==> src/rtl/avg_stream_driver_if.sv <==
// Engine-facing pins of the pair-average self-test: reset/data toward the engine,
// valid/result back from it.
interface avg_stream_driver_if;
   logic       dut_reset;
   logic [7:0] dut_data;
   logic       dut_valid;
   logic [7:0] dut_out;

   modport master (output dut_reset, output dut_data, input dut_valid, input dut_out);
   modport slave  (input dut_reset, input dut_data, output dut_valid, output dut_out);
endinterface

==> src/rtl/avg_stream_driver.sv <==
// Self-test driver: resets the 8-tap pair-average engine, streams 128 LFSR bytes,
// then checks its 120 results in order and reports pass/fail, errors and timeout.
module avg_stream_driver #(
   parameter int TIMEOUT = 256
) (
   input  logic                 clk,
   input  logic                 reset,
   input  logic                 start,
   input  logic [7:0]           seed,
   avg_stream_driver_if.master  eng,
   output logic                 busy,
   output logic                 done,
   output logic                 pass,
   output logic                 timeout,
   output logic [6:0]           err_count,
   output logic [6:0]           rx_count
);
   localparam int TW = $clog2(TIMEOUT + 1);
   localparam logic [TW-1:0] TMO_LAST = TW'(TIMEOUT - 1);

   typedef enum logic [2:0] {IDLE, DRST, SEND, RECV, DONE} state_t;

   state_t        state_q, state_d;
   logic          dut_reset_q, dut_reset_d;
   logic [7:0]    dut_data_q, dut_data_d;
   logic          busy_q, busy_d;
   logic          done_q, done_d;
   logic          pass_q, pass_d;
   logic          timeout_q, timeout_d;
   logic [6:0]    err_count_q, err_count_d;
   logic [6:0]    rx_count_q, rx_count_d;
   logic [7:0]    lfsr_q, lfsr_d;
   logic [6:0]    idx_q, idx_d;
   logic [TW-1:0] tmo_cnt_q, tmo_cnt_d;

   logic [7:0]    mem [128];
   logic          mem_we;
   logic [6:0]    mem_wa;
   logic [7:0]    lfsr_next;
   logic [8:0]    pair_sum;
   logic [7:0]    exp_byte;
   logic          err_inc;
   logic          finish;

   always_comb begin
      state_d     = state_q;
      dut_reset_d = dut_reset_q;
      dut_data_d  = dut_data_q;
      busy_d      = busy_q;
      done_d      = done_q;
      pass_d      = pass_q;
      timeout_d   = timeout_q;
      err_count_d = err_count_q;
      rx_count_d  = rx_count_q;
      lfsr_d      = lfsr_q;
      idx_d       = idx_q;
      tmo_cnt_d   = tmo_cnt_q;
      mem_we      = 1'b0;
      mem_wa      = idx_q;
      err_inc     = 1'b0;
      finish      = 1'b0;

      lfsr_next = {lfsr_q[6:0], lfsr_q[7] ^ lfsr_q[5] ^ lfsr_q[4] ^ lfsr_q[3]};
      // Rounded average over a 9-bit sum; result r pairs sample r with sample r+8.
      pair_sum  = {1'b0, mem[rx_count_q]} + {1'b0, mem[rx_count_q + 7'd8]} + 9'd1;
      exp_byte  = 8'(pair_sum >> 1);

      unique case (state_q)
         IDLE, DONE: begin
            if (start) begin
               state_d     = DRST;
               lfsr_d      = (seed == 8'h00) ? 8'h01 : seed;
               idx_d       = 7'd0;
               err_count_d = 7'd0;
               rx_count_d  = 7'd0;
               tmo_cnt_d   = '0;
               timeout_d   = 1'b0;
               done_d      = 1'b0;
               pass_d      = 1'b0;
               busy_d      = 1'b1;
               dut_reset_d = 1'b1;
            end
         end
         DRST: begin
            err_inc = eng.dut_valid;
            if (idx_q[0]) begin
               // Sample 0 goes out on the same edge that releases the engine reset.
               state_d     = SEND;
               dut_reset_d = 1'b0;
               dut_data_d  = lfsr_q;
               mem_we      = 1'b1;
               mem_wa      = 7'd0;
               lfsr_d      = lfsr_next;
               idx_d       = 7'd0;
            end else begin
               idx_d = 7'd1;
            end
         end
         SEND: begin
            err_inc = eng.dut_valid;
            if (idx_q == 7'd127) begin
               state_d    = RECV;
               dut_data_d = 8'h00;
               tmo_cnt_d  = '0;
            end else begin
               idx_d      = idx_q + 7'd1;
               dut_data_d = lfsr_q;
               mem_we     = 1'b1;
               mem_wa     = idx_q + 7'd1;
               lfsr_d     = lfsr_next;
            end
         end
         RECV: begin
            if (eng.dut_valid) begin
               tmo_cnt_d  = '0;
               rx_count_d = rx_count_q + 7'd1;
               err_inc    = (eng.dut_out != exp_byte);
               finish     = (rx_count_q == 7'd119);
            end else if (tmo_cnt_q == TMO_LAST) begin
               timeout_d = 1'b1;
               finish    = 1'b1;
            end else begin
               tmo_cnt_d = tmo_cnt_q + 1'b1;
            end
         end
         default: state_d = IDLE;
      endcase

      if (err_inc && err_count_q != 7'd127)
         err_count_d = err_count_q + 7'd1;

      if (finish) begin
         state_d     = DONE;
         busy_d      = 1'b0;
         done_d      = 1'b1;
         dut_reset_d = 1'b1;
         pass_d      = (err_count_d == 7'd0) && !timeout_d && (rx_count_d == 7'd120);
      end
   end

   always_ff @(posedge clk) begin
      if (reset) begin
         state_q     <= IDLE;
         dut_reset_q <= 1'b1;
         dut_data_q  <= 8'h00;
         busy_q      <= 1'b0;
         done_q      <= 1'b0;
         pass_q      <= 1'b0;
         timeout_q   <= 1'b0;
         err_count_q <= 7'd0;
         rx_count_q  <= 7'd0;
         lfsr_q      <= 8'h01;
         idx_q       <= 7'd0;
         tmo_cnt_q   <= '0;
      end else begin
         state_q     <= state_d;
         dut_reset_q <= dut_reset_d;
         dut_data_q  <= dut_data_d;
         busy_q      <= busy_d;
         done_q      <= done_d;
         pass_q      <= pass_d;
         timeout_q   <= timeout_d;
         err_count_q <= err_count_d;
         rx_count_q  <= rx_count_d;
         lfsr_q      <= lfsr_d;
         idx_q       <= idx_d;
         tmo_cnt_q   <= tmo_cnt_d;
      end
   end

   always_ff @(posedge clk) begin
      if (mem_we)
         mem[mem_wa] <= lfsr_q;
   end

   assign eng.dut_reset = dut_reset_q;
   assign eng.dut_data  = dut_data_q;
   assign busy          = busy_q;
   assign done          = done_q;
   assign pass          = pass_q;
   assign timeout       = timeout_q;
   assign err_count     = err_count_q;
   assign rx_count      = rx_count_q;
endmodule

==> src/flat_wrapper.sv <==
// flat-port wrapper written by rule: the top's interface ports become plain ports
module avg_stream_driver_flat 
#(
   parameter int TIMEOUT = 256
)
  (clk, reset, start, seed, busy, done, pass, timeout, err_count, rx_count, eng_dut_reset, eng_dut_data, eng_dut_valid, eng_dut_out);
  avg_stream_driver_if eng_i ();
  input  logic clk;
  input  logic reset;
  input  logic start;
  input  logic [7:0] seed;
  output logic busy;
  output logic done;
  output logic pass;
  output logic timeout;
  output logic [6:0] err_count;
  output logic [6:0] rx_count;
  output wire logic [$bits(eng_i.dut_reset)-1:0] eng_dut_reset;
  output wire logic [$bits(eng_i.dut_data)-1:0] eng_dut_data;
  input wire logic [$bits(eng_i.dut_valid)-1:0] eng_dut_valid;
  input wire logic [$bits(eng_i.dut_out)-1:0] eng_dut_out;
  assign eng_dut_reset = eng_i.dut_reset;
  assign eng_dut_data = eng_i.dut_data;
  assign eng_i.dut_valid = eng_dut_valid;
  assign eng_i.dut_out = eng_dut_out;
  avg_stream_driver #(.TIMEOUT(TIMEOUT)) u_core (.clk(clk), .reset(reset), .start(start), .seed(seed), .eng(eng_i), .busy(busy), .done(done), .pass(pass), .timeout(timeout), .err_count(err_count), .rx_count(rx_count));
endmodule
==> config.mk <==
export PLATFORM = sky130hd
export DESIGN_NAME = avg_stream_driver_flat
export DESIGN_NICKNAME = d
export VERILOG_FILES = /design/src/rtl/avg_stream_driver_if.sv /design/src/rtl/avg_stream_driver.sv /design/src/flat_wrapper.sv
export SDC_FILE = /design/constraint.sdc
export NUM_CORES = 1
export LEC_CHECK = 0
export ABC_AREA = 1
export CAP_MARGIN = 10
export CORE_MARGIN = 2
export CORE_UTILIZATION = 41
export CTS_CLUSTER_SIZE = 12
export DETAILED_ROUTE_END_ITERATION = 16
export PLACE_DENSITY = 0.55
export SKIP_CTS_REPAIR_TIMING = 1
export SLEW_MARGIN = 15
export SYNTH_ARGS = -nofsm -noshare
export SYNTH_HDL_FRONTEND = slang
export SYNTH_SLANG_ARGS = --single-unit
==> constraint.sdc <==
create_clock -name clk -period 10.55 [get_ports clk]
set_clock_uncertainty 0.1 [all_clocks]
set_input_delay 2.6375 -clock clk [delete_from_list [all_inputs] [get_ports clk]]
set_output_delay 2.6375 -clock clk [all_outputs]
set_load 0.05 [all_outputs]
; ---- Word-level counts from Yosys, hierarchy flattened
; Memory sizes are Yosys's and may differ from the RTL's. A register that Yosys moved wholly into a read port is not among the register bits.
; Cells that the tools add are included.
; W data, S select, Z words.
[classes]
n_addsub = 7
eq_ne = 19
muxes = 52
bitwise = 4
n_reduce_logical = 25
[ops]
columns = op, count
row1 = $mux W7, 9
row2 = $mux W8, 6
row3 = $mux W9, 4
row4 = $pmux W7 S2, 2
row5 = $pmux W9 S3, 1
row6 = $pmux W8 S3, 1
row7 = $add A7 B1 Y7 const B, 3
row8 = $eq A7 B7 Y1 const B, 3
row9 = $pmux W7 S3, 1
row10 = $add A9 B1 Y9 const B, 2
row11 = $mux W1, 18
row12 = $pmux W8 S2, 1
row13 = $reduce_and A4 Y1, 4
row14 = $mux W3, 4
row15 = $pmux W3 S4, 1
row16 = $add A8 B8 Y9, 1
row17 = $eq A9 B8 Y1 const B, 1
row18 = $logic_not A8 Y1, 1
row19 = $ne A8 B8 Y1, 1
row20 = $pmux W1 S2, 4
row21 = $reduce_and A2 Y1, 4
row22 = $reduce_bool A2 Y1, 4
row23 = $add A7 B4 Y7 const B, 1
row24 = $logic_not A7 Y1, 1
row25 = 17 further kinds, 29
[word_totals]
ff_bits = 54
mem_bits_rw = 1024
output_inout_bits = 27
mem_count = 1
[memory_table]
columns = name, depth, width, rd, rd_clocked_by_memory_dff, wr, line
row1 = u_core.mem, 128, 8, 2, 1, 1, avg_stream_driver.sv:36  ; logic [7:0] mem [128];

; ---- Longest topological paths before layout
; Gate-level depths: netlist of the first run.
; An unclocked memory read counts as a cell.
[depth]
ltp_word = 13
mapped_depth = 40
mapped_depth_nobuf = 38

; ---- Worst setup path after synthesis of the first run
; No wires, ideal clock.
[synth_path]
path_kind = register -> register
from = reg u_core.rx_count_q[0], in the netlist u_core.rx_count[0]
to = reg u_core.pass_q, in the netlist u_core.pass
setup_ns = 0.067
t_arrival_ns = 4.794
required_ns = 10.383
slack_ns = 5.589
path_stages_with_launch = 37
cell_sequence = dfxtp_1 > buf_6 > buf_2 > clkbuf_1 > clkbuf_1 > clkbuf_1 > nor2_1 > o22ai_1 > nand2_1 > a31oi_1 > o21ai_0 > nand3_1 > nand3_1 > nand2_1 > ha_1 > a21oi_1 > nand2_1 > nand2_1 > nand2_1 > nand2_1 > a21boi_0 > or2_2 > a21oi_1 > nor2_1 > nor3_1 > nand3_1 > nor2_1 > nand2_1 > nand2_2 > nand2_4 > nand2_4 > nand2_1 > nand2_1 > nand2_1 > nor2_1 > nand2_1 > a21oi_2
[synth_via]
elab_chain_len = 13
[synth_rtl]
columns = element, line
row1 = from (decl), avg_stream_driver.sv:31  ; logic [6:0] rx_count_q, rx_count_d;
row2 = from (signal assigned), avg_stream_driver.sv:164  ; rx_count_q <= rx_count_d;
row3 = $add A7 B4 Y7, avg_stream_driver.sv:65  ; pair_sum = {1'b0, mem[rx_count_q]} + {1'b0, mem[rx_count_q + 7'd8]} + 9'd1;
row4 = $mem_v2 Z128 W8, -
row5 = $add A8 B8 Y9, avg_stream_driver.sv:65
row6 = $add A9 B1 Y9, avg_stream_driver.sv:65
row7 = $ne A8 B8 Y1, avg_stream_driver.sv:117  ; err_inc = (eng.dut_out != exp_byte);
row8 = $mux W1, avg_stream_driver.sv:114  ; if (eng.dut_valid) begin
row9 = $pmux W1 S2, avg_stream_driver.sv:68  ; unique case (state_q)
row10 = $logic_and A1 B1 Y1, avg_stream_driver.sv:129  ; if (err_inc && err_count_q != 7'd127)
row11 = $mux W7, avg_stream_driver.sv:129
row12 = $logic_not A7 Y1, avg_stream_driver.sv:137  ; pass_d = (err_count_d == 7'd0) && !timeout_d && (rx_count_d == 7'd120);
row13 = $logic_and A1 B1 Y1 (2 in a row), avg_stream_driver.sv:137
row14 = $mux W1, avg_stream_driver.sv:132  ; if (finish) begin
row15 = to (signal assigned), avg_stream_driver.sv:161  ; pass_q <= pass_d;
row16 = to (decl), avg_stream_driver.sv:28  ; logic pass_q, pass_d;
; Parallel ways exist; a longest one is shown, timed or not.
; A chain may end at the register's enable or synchronous reset.

; ---- Worst setup path in the final report of the first run
; Ends and elaborated chain as after synthesis.

==> summary.md, run 1 <==
| Metric | Value |
|---|---|
| Layout cells sized above 1 | `5.21%` |
| Top FF cell, synth | `edfxtp_1` |
| R2R cell count | `33` |
| CP max stage delay | `0.76 ns` |
| Final hold violations | `0` |
| Cell-internal power | `7370 µW` |
| Worst r2r src | `u_core.rx_count[0]` |
| CP dominant cell by count | `nand2_1` |
| Comb pwr share | `7.7%` |
| DR DRC count | `0` |
| Setup slack, reg-to-reg | `3.90 ns` |
| Post-synthesis net count | `4100` |
| Final setup viols | `0` |
| Nets | `4038` |
| Pin count of the biggest net entering global routing | `213` |
| Ranking of synthesized cells by instance count | `edfxtp_1, nor2_1, o21ai_0, nand2_1, clkbuf_1` |
| Synthesized flop and latch total | `1078` |
| Post-route insts no fill | `5577` |
| First-pass GRT wire length | `194000 µm` |
| Vias in the first global route | `29300` |
| GR Util All Layers | `22.9%` |
| Syn-to-layout area delta | `11.2%` |
| Synth area leaders | `edfxtp_1, o21ai_0, nor2_1` |
| Core area | `110000 µm²` |
| CTS tree | `done` |
| CTS Root Buffer Type | `clkbuf_16` |
| Skew-Pair Late Insertion Delay | `0.71 ns` |
| Placed cell count | `5376` |
| Period Utilization, post-route | `63.0%` |
| Syn_area_per_cell | `11.2 µm²` |
| Worst R2R End | `u_core.pass` |
| Crit Path Class | `reg -> reg` |
| Mapped Cells | `4065` |
| # H-tree levels | `3` |
| Max Cap Violations | `0` |
| 1st-pass router iterations | `6` |
| Unrepaired setup endpoints after global routing | `no` |
| Overflow after GRT | `0` |
| Routed wire length | `131000 µm` |
| Gpl congestion | `0.926` |
| WP data arrival | `7.20 ns` |
| Lkg Pwr | `0.0170 µW` |
| Routed Antenna Nets | `0` |
| Layout filler cell count | `10100` |
| Hold/Removal Path Class | `reg -> reg` |
| CTS Sinks | `1078` |
| Clock power share | `37.5%` |
| Sw Ratio | `25.3%` |
| Worst Hold Path EP | `u_core.idx_q[5]` |
| FFs w/ async S/R, synth | `0%` |
| Initial antenna violation count | `6` |
| CP Capture Type | `flop` |
| Via count | `31500` |
| Vias per std cell | `5.64` |
| Critical Path Slowest Stage Cell | `dfxtp_4` |
| CP delay by family, top | `simple AND/OR/NAND/NOR gates` |
| Yosys top cell area share | `67.7%` |
| Min-delay src | `u_core.idx_q[5]` |
| Flop pwr share | `54.9%` |
| DP HPWL | `74500 µm` |
| Post-synth EDFFs | `1024` |
| Slew headroom | `25.1%` |
| Clock-pin transition on the worst setup and hold timing paths | `0.06 ns` |
| Initial DRC Count | `3302` |
| Cell Area, Synth | `45500 µm²` |
| Worst Max-Slew Pin Slew | `1.12 ns` |
| Synthesis Warnings | `0` |
| Count leader, synth | `edfxtp_1` |
| CP bufs+invs | `2` |
| Worst Path Max Fanout | `212` |
| # port buffers | `46` |
| Min cycle time layout | `6.65 ns` |
| Status | `completed` |
| Required time of the worst setup path | `11.10 ns` |
| Sequential area share after synthesis | `70.0%` |
| Height of the die | `337 µm` |
| Placement Rows | `122` |
| PwrDens | `195 nW/µm²` |
| CTS Buffer Depth | `3` |
| Fin Setup TNS | `0 ns` |
| Die Footprint | `114000 µm²` |
| CP startpoint kind | `flop` |
| F_max | `0.150 GHz` |
| Net Switching | `2500 µW` |
| Max Slew Vio Count | `0` |
| VDD IR max | `0.132 mV` |
| Leading area contributor after synthesis | `edfxtp_1` |
| WL/cell | `23.6 µm` |
| Worst hold stages | `2` |
| Num CTS Buffers | `113` |
| Die Width | `337 µm` |
| Unique masters post-synth | `45` |
| Ports | `47` |
| Initial Util | `41.2%` |
-- per-stage QoR --
step | setup WS, ns | instance area, µm² | power [µW] | utilization, % | hold slack, ns
after global routing | 3.21 | 50500 | 10200 | 45.8 | 0.405
after CTS | 3.98 | 50500 | 9940 | 45.8 | 0.384
after floorplan | 5.59 | 45500 | 5840 | - | 0.358
final | 3.90 | 50500 | 9870 | 45.8 | 0.380
after detailed placement | 4.00 | 47200 | 6270 | 42.7 | 0.373
after global placement | 3.98 | 47200 | 6270 | 42.7 | 0.368
-- cell usage in the layout (no fill, tap or decap), types with 4 or more instances in the layout --
master           Yosys  layout
nor2_1             759     759
a21oi_1             69      69
ha_1                14      14
clkdlybuf4s50_1      0      46
nand2_2              5       8
nand2_1            573     570
clkbuf_1           212      39
buf_4                4      34
xor2_1              12      12
buf_12               0       6
nor3_1              29      29
xnor2_1              5       5
a211oi_1             7       7
inv_1              138     137
dfxtp_1             54      42
nor4_1               4       4
clkbuf_16            0     115
nand3_1            157     157
dfxtp_4              0      12
a31oi_1             42      42
edfxtp_1          1024    1024
clkinv_2             0       9
clkbuf_8             0       6
o22ai_1            199     199
o211ai_1            13      13
o21ai_1             16      16
clkinv_1             2      23
o221ai_1            32      32
o21ai_0            611     611
-- area by class of cell --
cell class / count / area [µm²] / area share (%)
antenna: 1 / 2.50 / 0.00495
clock buffer: 160 / 3110 / 6.15
clock inverter: 40 / 260 / 0.515
inverter: 145 / 573 / 1.13
multi-input combinational: 2579 / 12000 / 23.8
sequential: 1078 / 31900 / 63.1
tap: 1488 / 1860 / 3.68
timing repair buffer: 86 / 836 / 1.65
-- flip-flops by register name, indices dropped and copies added, names as in the netlist, 3 cells and up --
name / cells
u_core.lfsr_q: 8
u_core.eng.dut_data: 8
u_core.tmo_cnt_q: 9
u_core.state_q: 3
u_core.err_count: 7
u_core.mem: 1024
u_core.idx_q: 7
u_core.rx_count: 7
-- worst max path at each step --
stage                       start          end  cells after the start
2_1_floorplan  u_core.rx_count[0]  u_core.pass                     36
3_3_place_gp   u_core.rx_count[0]  u_core.pass                     34
3_5_place_dp   u_core.rx_count[0]  u_core.pass                     34
4_1_cts        u_core.rx_count[0]  u_core.pass                     34
5_1_grt        u_core.rx_count[0]  u_core.pass                     34
6_report       u_core.rx_count[0]  u_core.pass                     33
-- per-layer routing --
metal	GRT usage (%)	vias up	part of all wire, %
li1	-	14500	-
met1	32.7	15700	45
met2	35.8	1128	46
met3	4.41	216	7.5
met4	5.87	4	2.3
met5	0	-	0.017
-- worst reg2reg max path, delay by kind of cell (launching register included) --
kind,cells,cell delay [ns]
AND/OR/NAND/NOR,20,2.19
AO/OA/AOI/OAI,10,1.84
buffers and inverters,2,1.23
flip-flops,1,0.76
adder cells (fa/ha/maj),1,0.47
-- cells by family (layout without fill, tap and decap cells) --
kind of cell / count (synthesis) / in the layout / share of synthesized area [%]
fa+ha+maj: 15 / 15 / 0.429
xor+xnor: 18 / 18 / 0.363
buf+inv: 408 / 431 / 3.55
compound gates: 1006 / 1006 / 12.2
other cells: 0 / 1 / 0
flops: 1078 / 1078 / 70.0
simple gates: 1540 / 1540 / 13.4
-- power groups by stage --
stage               Sequential (µW)  Clock, µW  Combinational [µW]
finish                         5420       3700                 756
global route                   5440       3910                 829
CTS                            5420       3750                 759
detailed placement             5510          0                 759
global placement               5510          0                 754
floorplan                      5570          0                 272
Power figures use the tool's default switching activity.
==> inputs of run 2 (changes only) <==
- PLACE_DENSITY: 0.55 -> 0.57
- clock period: 10.55 -> 5.75 ns (I/O delays scaled with it)
==> run 2 against run 1 <==
Net effect:
- combinational power up 85%
- sequential share of layout area fell by 1.5 points
- core utilization increased by 1.1 points
- cell area grew 2.5%
- routed wire length up 3.0%
- sequential power increased by 85%
- power is 90% higher
- clock power rose by 98%
- critical path type unchanged
- largest power group unchanged
==> summary.md, run 2 (synthesized netlist as in run 1, its figures left out) <==
| Metric | Value |
|---|---|
| WHS | `0.374 ns (-0.00579 ns)` |
| Max Cap Violations | `0 (unchanged)` |
| Layout cells sized above 1 | `7.53% (+2.3 points)` |
| Min cycle time layout | `5.38 ns (-1.27 ns)` |
| CP dominant cell by count | `nand2_1` |
| WP data arrival | `5.93 ns (-1.27 ns)` |
| CTS tree | `done` |
| First-pass GRT wire length | `197000 µm (+1.5%)` |
| Status | `completed` |
| Worst R2R End | `u_core.pass` |
| Worst Path Max Fanout | `24 (-89%)` |
| 1st-pass router iterations | `8 (+2)` |
| Critical Path Slowest Stage Cell | `dfxtp_4` |
| Ports | `47 (unchanged)` |
| Routed Antenna Nets | `0 (unchanged)` |
| CP Capture Type | `flop` |
| Overflow after GRT | `0 (unchanged)` |
| Crit Path Class | `reg -> reg` |
| # H-tree levels | `3 (unchanged)` |
| CTS Root Buffer Type | `clkbuf_16` |
| Die Footprint | `114000 µm² (unchanged)` |
| Clock-pin transition on the worst setup and hold timing paths | `0.06 ns (about the same)` |
| Hold/Removal Path Class | `reg -> reg` |
| Nets | `4124 (+2.1%)` |
| Initial DRC Count | `3596 (+8.9%)` |
| Core area | `110000 µm² (unchanged)` |
| DP HPWL | `81100 µm (+8.9%)` |
| Unrepaired setup endpoints after global routing | `no` |
| Lkg Pwr | `0.0177 µW (+3.9%)` |
| DR DRC count | `0 (unchanged)` |
| Largest reg by FF count | `u_core.mem` |
| Placement Rows | `122 (unchanged)` |
| CTS Buffer Depth | `3 (unchanged)` |
| WL/cell | `23.9 µm (+1.2%)` |
| Min-delay src | `u_core.busy` |
| Worst Max-Slew Pin Slew | `1.11 ns (-0.0104 ns)` |
| Routed wire length | `135000 µm (+3.0%)` |
| Vias in the first global route | `29600 (+0.93%)` |
| R2R cell count | `33 (unchanged)` |
| Reg area | `31900 µm² (unchanged)` |
| Syn-to-layout area delta | `14.0%` |
| Commonest cells after routing, fill and taps aside | `edfxtp_1, nor2_1, o21ai_0` |
| Required time of the worst setup path | `6.30 ns (-4.80 ns)` |
| Die Width | `337 µm (unchanged)` |
| Multi-input gate area in the final layout | `12000 µm² (about the same)` |
| Layout filler cell count | `9830 (-2.9%)` |
| Final setup viols | `0 (unchanged)` |
| Initial antenna violation count | `3 (-3)` |
| Setup slack, reg-to-reg | `0.37 ns (-3.53 ns)` |
| Initial Util | `41.2% (unchanged)` |
| F_max | `0.186 GHz (+24%)` |
| Fin Setup TNS | `0 ns (unchanged)` |
| Vias per std cell | `5.63 (-0.27%)` |
| Commonest non-fill, non-tap cell in the layout | `edfxtp_1` |
| Gpl congestion | `0.961 (+3.8%)` |
| Pin count of the biggest net entering global routing | `127 (-40%)` |
| Skew-Pair Late Insertion Delay | `0.72 ns (about the same)` |
| Worst r2r src | `u_core.rx_count[0]` |
| Max FFs per register | `1024 (unchanged)` |
| Biggest registers after layout | `u_core.mem (1024), u_core.tmo_cnt_q (9)` |
| Period Utilization, post-route | `93.6% (+31 points)` |
| # port buffers | `46 (unchanged)` |
| Num CTS Buffers | `116 (+2.7%)` |
| Final core area utilization | `46.9% (+1.1 points)` |
| Slew headroom | `26.1% (+0.97 points)` |
| Max Slew Vio Count | `0 (unchanged)` |
| Final hold violations | `0 (unchanged)` |
| PwrDens | `362 nW/µm² (+85%)` |
| Height of the die | `337 µm (unchanged)` |
| Worst hold stages | `2 (unchanged)` |
| VDD IR max | `0.233 mV (+76%)` |
| Worst Hold Path EP | `u_core.busy` |
| CTS Sinks | `1078 (unchanged)` |
| GR Util All Layers | `23.3% (+0.39 points)` |
| CP max stage delay | `0.45 ns (-0.31 ns)` |
| Via count | `31900 (+1.5%)` |
| CP startpoint kind | `flop` |
[run 2: cell types whose count changed in the layout (fill, tap and decap cells not counted), sizes merged]
| cell | previous run | this run |
|---|---|---|
| clkbuf | 160 | 158 |
| bufinv | 1 | 10 |
| clkinv | 36 | 46 |
| buf | 40 | 118 |
| inv | 147 | 149 |
[run 2: metrics by stage]
step | cells | power (µW) | worst slack (ns) | cell area (µm²)
floorplan | 4065 | 10700 | 0.789 | 45500
global placement | 5453 | 11600 | 0.206 | 48000
detailed placement | 5453 | 11600 | 0.214 | 48000
CTS | 5667 | 18800 | 0.173 | 51600
global route | 5673 | 19300 | 0.00371 | 51800
finish | 5674 | 18700 | 0.371 | 51800
[run 2: per-layer routing]
metal | global-route usage, % | part of all wire [%] | vias to the layer above
met2 | 36.3 | 46 | 1286
met5 | 0 | 0.020 | -
met3 | 3.95 | 8.0 | 222
met1 | 33.2 | 43 | 15800
met4 | 7.45 | 2.9 | 4
li1 | - | - | 14600
[run 2: area by class of cell]
type / instances / area share (%)
repair inverters: 2 / 0.0435
flip-flops and latches: 1078 / 61.5
multi-input cells: 2579 / 23.2
clock buffers: 155 / 6.03
repair buffers: 167 / 3.36
inverters: 145 / 1.13
diodes: 1 / 0.00483
clock inverters: 59 / 1.10
well taps: 1488 / 3.59
[run 2: worst max path at each step]
| stage | from | end | slack, ns |
|---|---|---|---|
| floorplan | u_core.rx_count[0] | u_core.pass | 0.79 |
| global placement | u_core.rx_count[0] | u_core.pass | 0.21 |
| detailed placement | u_core.rx_count[0] | u_core.pass | 0.21 |
| CTS | u_core.rx_count[0] | u_core.pass | 0.17 |
| global route | u_core.rx_count[0] | u_core.pass | 0.004 |
| finish | u_core.rx_count[0] | u_core.pass | 0.37 |
[run 2: worst max-delay path, delay by kind of cell, from the launching register on]
| kind | cells | cell delay (ns) |
|---|---|---|
| flip-flops | 1 | 0.45 |
| AO/OA/AOI/OAI | 11 | 1.86 |
| AND/OR/NAND/NOR | 19 | 2.01 |
| buffers and inverters | 2 | 0.42 |
| adder cells (fa/ha/maj) | 1 | 0.44 |
[run 2: power by group]
group          total, µW  internal, µW  switching [µW]
registers          10000          9470             545
logic               1400           298            1100
clock network       7320          4240            3080
total              18700         14000            4730
